### src/rtl/mulseq_pkg.sv
// Shared Am2901/Am2904 control-field encodings, idle microwords and sequencer state for mul_seq.
package mulseq_pkg;

    typedef enum logic [2:0] {
        DEST_QREG  = 3'd0,
        DEST_NOP   = 3'd1,
        DEST_RAMA  = 3'd2,
        DEST_RAMF  = 3'd3,
        DEST_RAMQD = 3'd4,
        DEST_RAMD  = 3'd5,
        DEST_RAMQU = 3'd6,
        DEST_RAMU  = 3'd7
    } alu_dest_t;

    typedef enum logic [2:0] {
        FUNC_ADD   = 3'd0,
        FUNC_SUBR  = 3'd1,
        FUNC_SUBS  = 3'd2,
        FUNC_OR    = 3'd3,
        FUNC_AND   = 3'd4,
        FUNC_NOTRS = 3'd5,
        FUNC_EXOR  = 3'd6,
        FUNC_EXNOR = 3'd7
    } alu_func_t;

    typedef enum logic [2:0] {
        SRC_AQ = 3'd0,
        SRC_AB = 3'd1,
        SRC_ZQ = 3'd2,
        SRC_ZB = 3'd3,
        SRC_ZA = 3'd4,
        SRC_DA = 3'd5,
        SRC_DQ = 3'd6,
        SRC_DZ = 3'd7
    } alu_src_t;

    // Am2901 I8..I0 microword: destination, function, source.
    typedef struct packed {
        alu_dest_t dest;
        alu_func_t func;
        alu_src_t  src;
    } ialu_t;

    // Am2904 I12..I0: carry-in select, shift linkage, status-register operation.
    typedef struct packed {
        logic [1:0] carry_sel;
        logic [4:0] shift;
        logic [5:0] status;
    } iss_t;

    typedef enum logic [2:0] {
        ST_IDLE   = 3'd0,
        ST_LOADQ  = 3'd1,
        ST_CLEAR  = 3'd2,
        ST_ITER   = 3'd3,
        ST_FINISH = 3'd4
    } state_t;

    localparam int CNT_W = 7;
    localparam logic [CNT_W-1:0] CNT_LOAD_64 = 7'd63;
    localparam logic [CNT_W-1:0] CNT_LOAD_32 = 7'd31;

    localparam logic [4:0] SHIFT_NONE       = 5'b00000;
    localparam logic [4:0] SHIFT_DN_CARRY   = 5'b01010;
    localparam logic [4:0] SHIFT_DN_N_X_OVR = 5'b01110;
    localparam logic [5:0] STATUS_HOLD      = 6'b000000;
    localparam logic [5:0] STATUS_LOAD_ALU  = 6'b001010;

    localparam ialu_t IALU_IDLE = '{dest: DEST_NOP, func: FUNC_ADD, src: SRC_ZA};

    localparam iss_t ISS_IDLE  = '{carry_sel: 2'b00, shift: SHIFT_NONE,       status: STATUS_HOLD};
    localparam iss_t ISS_MUL_U = '{carry_sel: 2'b00, shift: SHIFT_DN_CARRY,   status: STATUS_LOAD_ALU};
    localparam iss_t ISS_MUL_S = '{carry_sel: 2'b00, shift: SHIFT_DN_N_X_OVR, status: STATUS_LOAD_ALU};

    function automatic ialu_t alu_op(input alu_dest_t dest, input alu_func_t func, input alu_src_t src);
        ialu_t word;
        word.dest = dest;
        word.func = func;
        word.src  = src;
        return word;
    endfunction

endpackage

### src/rtl/mulseq_decode.sv
// Maps sequencer state, Q0 and the last-step flag onto Am2901/Am2904 microword fields.
// MULSEQ_SIGNED_EN selects two's-complement steps (final subtract, N xor OVR linkage).
module mulseq_decode
    import mulseq_pkg::*;
(
    input  state_t      state,
    input  logic        q_lsb,
    input  logic        last_step,
    output logic [8:0]  ialu,
    output logic        c0,
    output logic [12:0] iss
);

    ialu_t word;
    iss_t  shift_ctl;

    always_comb begin
        word      = IALU_IDLE;
        c0        = 1'b0;
        shift_ctl = ISS_IDLE;
        case (state)
            ST_LOADQ: word = alu_op(DEST_QREG, FUNC_ADD, SRC_DZ);
            ST_CLEAR: word = alu_op(DEST_RAMF, FUNC_AND, SRC_ZA);
            ST_ITER: begin
`ifdef MULSEQ_SIGNED_EN
                shift_ctl = ISS_MUL_S;
                // The multiplier's sign bit carries negative weight, so its partial product is subtracted.
                if (q_lsb && last_step) begin
                    word = alu_op(DEST_RAMQD, FUNC_SUBR, SRC_AB);
                    c0   = 1'b1;
                end else if (q_lsb) begin
                    word = alu_op(DEST_RAMQD, FUNC_ADD, SRC_AB);
                end else begin
                    word = alu_op(DEST_RAMQD, FUNC_ADD, SRC_ZB);
                end
`else
                shift_ctl = ISS_MUL_U;
                if (q_lsb) begin
                    word = alu_op(DEST_RAMQD, FUNC_ADD, SRC_AB);
                end else begin
                    word = alu_op(DEST_RAMQD, FUNC_ADD, SRC_ZB);
                end
`endif
            end
            default: word = IALU_IDLE;
        endcase
    end

`ifndef MULSEQ_SIGNED_EN
    logic unused_last_step;
    assign unused_last_step = last_step;
`endif

    assign ialu = word;
    assign iss  = shift_ctl;

endmodule

### src/rtl/mul_seq.sv
// mul_seq: borrows the Am2901/2902/2904 datapath for an iterative shift-and-add multiply.
// Optional MULSEQ_SIGNED_EN build gives a two's-complement multiply (see mulseq_decode).
module mul_seq
    import mulseq_pkg::*;
#(
    parameter logic [3:0] MCAND_REG = 4'd1,
    parameter logic [3:0] ACC_REG   = 4'd0
) (
    input  logic        clk,
    input  logic        reset,
    input  logic        start,
    input  logic        abort,
    input  logic        mode32,
    input  logic        q_lsb,
    output logic        own,
    output logic        busy,
    output logic        done,
    output logic        d_load,
    output logic [8:0]  Ialu,
    output logic [3:0]  A,
    output logic [3:0]  B,
    output logic        C0,
    output logic [12:0] Iss,
    output logic        nCEM,
    output logic        nCEN
);

    state_t           state;
    logic [CNT_W-1:0] cnt;
    logic             last_step;
    logic [8:0]       ialu_dec;
    logic [12:0]      iss_dec;
    logic             c0_dec;

    assign last_step = (state == ST_ITER) && (cnt == '0);

    // Abort wins over every transition; the datapath contents are simply abandoned.
    always_ff @(posedge clk or posedge reset) begin
        if (reset) begin
            state <= ST_IDLE;
            cnt   <= '0;
        end else if (abort && (state != ST_IDLE)) begin
            state <= ST_IDLE;
        end else begin
            case (state)
                ST_IDLE: begin
                    if (start && !abort) state <= ST_LOADQ;
                end
                ST_LOADQ: begin
                    cnt   <= mode32 ? CNT_LOAD_32 : CNT_LOAD_64;
                    state <= ST_CLEAR;
                end
                ST_CLEAR: state <= ST_ITER;
                ST_ITER: begin
                    cnt <= cnt - 7'd1;
                    if (cnt == '0) state <= ST_FINISH;
                end
                ST_FINISH: state <= ST_IDLE;
                default:   state <= ST_IDLE;
            endcase
        end
    end

    mulseq_decode u_decode (
        .state     (state),
        .q_lsb     (q_lsb),
        .last_step (last_step),
        .ialu      (ialu_dec),
        .c0        (c0_dec),
        .iss       (iss_dec)
    );

    // Outputs stay combinational so the datapath registers them on the edge the state advances.
    always_comb begin
        own    = (state != ST_IDLE);
        busy   = own;
        done   = (state == ST_FINISH);
        d_load = (state == ST_LOADQ);
        A      = own ? MCAND_REG : 4'd0;
        B      = own ? ACC_REG : 4'd0;
        Ialu   = ialu_dec;
        C0     = c0_dec;
        Iss    = iss_dec;
        nCEM   = 1'b1;
        nCEN   = (state != ST_ITER);
    end

endmodule

### config.mk
export PLATFORM = sky130hd
export DESIGN_NAME = mul_seq
export DESIGN_NICKNAME = d
export VERILOG_FILES = /design/src/rtl/mulseq_pkg.sv /design/src/rtl/mulseq_decode.sv /design/src/rtl/mul_seq.sv
export SDC_FILE = /design/constraint.sdc
export NUM_CORES = 1
export LEC_CHECK = 0
export CAP_MARGIN = 20
export CORE_ASPECT_RATIO = 1.1
export CORE_UTILIZATION = 30
export DETAILED_ROUTE_END_ITERATION = 16
export GPL_TIMING_DRIVEN = 0
export PLACE_DENSITY = 0.66
export SETUP_SLACK_MARGIN = 0.2
export SLEW_MARGIN = 20
export SYNTH_ARGS = -nofsm -noshare
export SYNTH_HDL_FRONTEND = slang
export SYNTH_SLANG_ARGS = --single-unit
### constraint.sdc
create_clock -name clk -period 2 [get_ports clk]
set_clock_uncertainty 0.15 [all_clocks]
set_input_delay 0.4 -clock clk [delete_from_list [all_inputs] [get_ports clk]]
set_output_delay 0.4 -clock clk [all_outputs]
set_load 0.005 [all_outputs]
; Yosys cells after proc, flatten, opt, wreduce, memory -nomap -nowiden
; Index checks and enable logic that the tools add are counted.
[op_classes]
addsub = 1
eq_ne = 7
mux = 10
n_bitwise = 1
n_reduce_logical = 9
[op_table]
columns = operator, count
row1 = 9-bit one-hot mux with 3 select lines, 1
row2 = 7-bit one-hot mux with 2 select lines, 1
row3 = 3-bit one-hot mux with 4 select lines, 1
row4 = 10-bit 2-to-1 mux, 1
row5 = 3-bit 2-to-1 mux, 3
row6 = 7-bit logical NOT, 1
row7 = "7-bit by 1-bit subtractor with 7-bit output, second input constant", 1
row8 = "3-bit by 2-bit == test with 1-bit output, second input constant", 2
row9 = 6-bit 2-to-1 mux, 1
row10 = 2-bit AND reduction, 2
row11 = "3-bit by 1-bit == test with 1-bit output, second input constant", 1
row12 = "3-bit == test, second input constant", 1
row13 = 3-bit logical NOT, 1
row14 = "3-bit by 1-bit != test with 1-bit output, second input constant", 1
row15 = "3-bit by 2-bit != test with 1-bit output, second input constant", 1
row16 = "3-bit != test, second input constant", 1
row17 = 3-bit nonzero test, 1
row18 = 1-bit logical AND, 2
row19 = 2-bit 2-to-1 mux, 1
row20 = 2-bit nonzero test, 1
row21 = 1-bit logical NOT, 1
row22 = 1-bit 2-to-1 mux, 1
row23 = 1-bit inverter, 1
[word_totals]
ff_bits = 10
input_bits = 6
output_inout_bits = 37
elab_cells = 30

; Logic depth before layout (Yosys ltp)
; Gate-level depths: netlist (run 1).
[logic_depth]
ltp_word = 5
depth_mapped = 5
depth_no_buf = 5

; Cells and area by module
; A second synthesis (run 1) with hierarchy kept.
[hier_totals]
hier_cells = 100
hier_area_um2 = 867.1
[by_module_without_submodules]
columns = module, n_inst, cells_each, area_per_inst_um2, seq_area_each_um2
row1 = mul_seq, 1, 76, 690.7, 250.2
row2 = mulseq_decode, 1, 24, 176.4, 0.0

; Least setup slack after synthesis (run 1)
; Ideal clock, no wire load.
[synth_timing]
kind = flip-flop to output port
start = reg state[1]
end = out Iss[3]
arrival_ps = 1274
t_required_ps = 1450
path_slack_ps = 176
path_stages_with_launch = 6
path_buffers = 3
path_cell_list = dfrtp_1 -> clkbuf_1 -> clkbuf_1 -> nand2_1 -> inv_1 -> buf_4
[synth_between]
elab_chain_len = 2
[synth_rtl]
columns = element, line_no
row1 = start: declaration, mul_seq.sv:28  ; state_t state;
row2 = start signal: assignment, mul_seq.sv:40  ; state <= ST_IDLE;
row3 = start signal: assignment, mul_seq.sv:43  ; state <= ST_IDLE;
row4 = start signal: assignment, mul_seq.sv:47  ; if (start && !abort) state <= ST_LOADQ;
row5 = 3-bit by 2-bit == test with 1-bit output, mulseq_decode.sv:21  ; case (state)
row6 = 10-bit 2-to-1 mux, mulseq_decode.sv:21
row7 = end: declaration, mul_seq.sv:23  ; output logic [12:0] Iss,
; No other way between the ends.

; Worst setup path in the final report (run 1)
[layout_timing]
start = reg state[1]
end = out A[0]
[layout_between]
elab_chain_len = 2
[layout_rtl]
columns = element, line_no
row1 = 3-bit nonzero test, mul_seq.sv:75  ; own = (state != ST_IDLE);
row2 = 1-bit 2-to-1 mux, mul_seq.sv:79  ; A = own ? MCAND_REG : 4'd0;
row3 = end: declaration, mul_seq.sv:20  ; output logic [3:0] A,
; No other way between the ends.

==> qor.yml, run 1 <==
drt:
  drt-initial-drc-count: 8
  routed_wl_mm: 1.97
  wl_per_cell_um: 10.4
  route.detailed.drc: 0
  vias: 817
  vias_per_cell: 4.30
  ant_nets: 0
  first_pass_iters: 4
floorplanning:
  rows: 19
  num_io_pins: 43
  core_mm2: 0.00250
  start_util: 0.316
  dieArea_mm2: 0.00284
  die_w_um: 50.9
  dieHeight_um: 55.8
clocking:
  clkSinkCount: 10
  cts_buffer_depth: 2
  clk_latency_ns: 0.27
  clkTransAtPathRegs_ns: 0.06
  cts_root_buf: "clkbuf_4"
  htreeDepth: 1
  holdBufCountCts: 0
  cts_tree: "built"
  cts_made_buffers: 3
setup_path:
  crit_start: "state[1]"
  rr_startpoint: "cnt[0]"
  critPathLaunchType: "flip-flop"
  end_kind: "output port"
  path_max_fanout: 4
  rrSetupSlack_ns: 0.24
  r2r-end: "cnt[6]"
  arrival_ns: 1.37
  crit_type: "flip-flop to output port"
  rr_worst_depth: 5
  worst-endpoint-required_ns: 1.45
power:
  p_leak_nw: 0.748
  p_per_area_mw_per_mm2: 600
  vdd_ir_drop_max_uv: 506
place:
  hpwl_mm: 1.21
  place_congestion: 0.795
  io_buffers: 22
synth:
  synthSimpleGateAreaFrac: 0.202
  synth.distinct_cells: 32
  synth_mux_area_frac: 0.0127
  syn_area_um2: 788
  synth_xor_area_frac: 0
  synthAdderAreaFrac: 0.0159
  synth_top_family_by_area: "buffers and inverters"
  synth_seq_cells: 10
  synth_compound_area_frac: 0.151
  synth_top_cell_area_share: 0.317
  yosysWarningCount: 0
  synth.avg_cell_area_um2: 8.57
  seq_area_frac_synth: 0.317
  ys_top_cells_by_area: "dfrtp_1, buf_4, nor3b_1, inv_1, a31oi_1"
  syn_inst: 92
  synth_largest_area_cell: "dfrtp_1"
timing:
  grt_setup_unrepaired: "yes"
  setup_tns_ns: 0
  max_freq_mhz: 520
  finalMaxSlewViolations: 0
  holdWs_ns: 0.264
  final-hold-violation-count: 0
  min_period_over_period: 0.961
  min_period_ns: 1.92
  setup_viol_count_final: 0
finish:
  n_antenna_cell: 0
  syn2layout_area_growth_pct: 87.0
  drive_gt1_frac: 0.566
  fin_nets: 168
grt:
  grt_usage: 0.144
  antenna_found_initial: 0
  grt_max_degree: 11
  grt_pass1_wl_mm: 3.17
  grt_pass1_vias: 767
  grt_overflow: 0
run_status:
  status: "finished, final reports clean"
flow_run:
  drv_cap: 0
worst_hold_path:
  min_path_type: "input port to async pin"
cells by family after synthesis:
| kind of cell | Yosys count |
|---|---|
| buf+inv | 35 |
| fa+ha+maj | 1 |
| flops | 10 |
| compound gates | 17 |
| simple gates | 26 |
| other cells | 2 |
| mux | 1 |
what timing repair did:
action,in CTS,in global routing
buffers inserted,20,4
pin swaps,6,3
cloned,0,0
resized for setup,98,14
endpoints found under the setup margin,20,20
synthesized netlist by cell type:
master	n
buf_4	26
dfrtp_1	10
inv_1	6
nor2_1	4
nor3b_1	4
a31oi_1	3
nand2_1	3
nand2b_1	3
nor2b_1	3
a21oi_1	2
a41oi_1	2
and2_1	2
clkbuf_1	2
conb_1	2
o21ai_0	2
o22ai_1	2
a211o_1	1
a21boi_0	1
buf_2	1
ha_1	1
mux2i_1	1
nand3_1	1
nand4bb_1	1
nor3_1	1
nor4_1	1
o211ai_1	1
o21bai_1	1
o311a_1	1
o41ai_1	1
or3_1	1
or3b_4	1
or4_1	1
metal layers:
| layer | wire length [um] | vias to the layer above | global-route usage |
|---|---|---|---|
| li1 | - | 407 | - |
| met1 | 718 | 373 | 0.138 |
| met2 | 1100 | 35 | 0.290 |
| met3 | 127 | 2 | 0.0219 |
| met4 | 22 | 0 | 0.0595 |
| met5 | 0 | - | 0 |
worst max path at each step:
stage	end	slack, ns	depth (start not counted)
finish	A[0]	0.08	4
global route	done	0.01	5
CTS	own	0.02	4
detailed placement	Iss[7]	-0.40	6
global placement	Iss[7]	-0.37	6
floorplan	cnt[6]	0.21	5
power breakdown:
group | switching, W | leakage [nW] | internal (W) | total [W]
clock network | 0.0000672 | 0.0138 | 0.0000695 | 0.000137
logic | 0.000159 | 0.621 | 0.000273 | 0.000432
registers | 0.0000655 | 0.113 | 0.000251 | 0.000316
total | 0.000292 | 0.748 | 0.000593 | 0.000885
through the flow:
step	util	instance area, um2	setup slack (ns)	total power, W	instances
6_report	0.590	1470	0.0770	0.000885	190
5_1_grt	0.590	1470	0.0136	0.000943	190
4_1_cts	0.563	1410	0.0183	0.000842	186
3_5_place_dp	0.448	1120	-0.397	0.000584	163
3_3_place_gp	0.448	1120	-0.374	0.000573	163
2_1_floorplan	-	860	0.208	0.000480	110
cell type report:
type	count	area, um2
Tap cell	31	38.8
Inverter	6	30.0
Clock buffer	3	22.5
Sequential cell	10	253
Fill cell	217	1020
Buffer	29	269
Timing Repair Buffer	46	404
Multi-Input combinational cell	65	457
state kept, by name (all words and copies together), names as in the netlist:
signal,cells
cnt,7
state,3
critical path, cell delays in order, from the launching register on:
cell	delay, ns
dfrtp_1	0.40
buf_8	0.14
or3_4	0.34
buf_6	0.13
buf_6	0.10
cell usage in the layout, fill, tap and decap left out, types with 3 or more instances in the layout:
cell type and n:
buf_4 37, buf_6 21, conb_1 20, dfrtp_1 8
buf_2 6, clkdlybuf4s50_1 5, nor2_1 4, inv_2 3
a31oi_1 3, nand2b_1 3, clkbuf_4 3
Power figures use the tool's default switching activity.
==> run 2, diff against run 1 <==
--- a/config.mk
+++ b/config.mk
@@ -8,6 +8,7 @@
 export CAP_MARGIN = 20
 export CORE_ASPECT_RATIO = 1.1
 export CORE_UTILIZATION = 30
+export CTS_CLUSTER_DIAMETER = 30
 export DETAILED_ROUTE_END_ITERATION = 16
 export GPL_TIMING_DRIVEN = 0
 export PLACE_DENSITY = 0.66
==> results of run 2 <==
The final DEF is identical to that of run 1; final timing and power are the same.
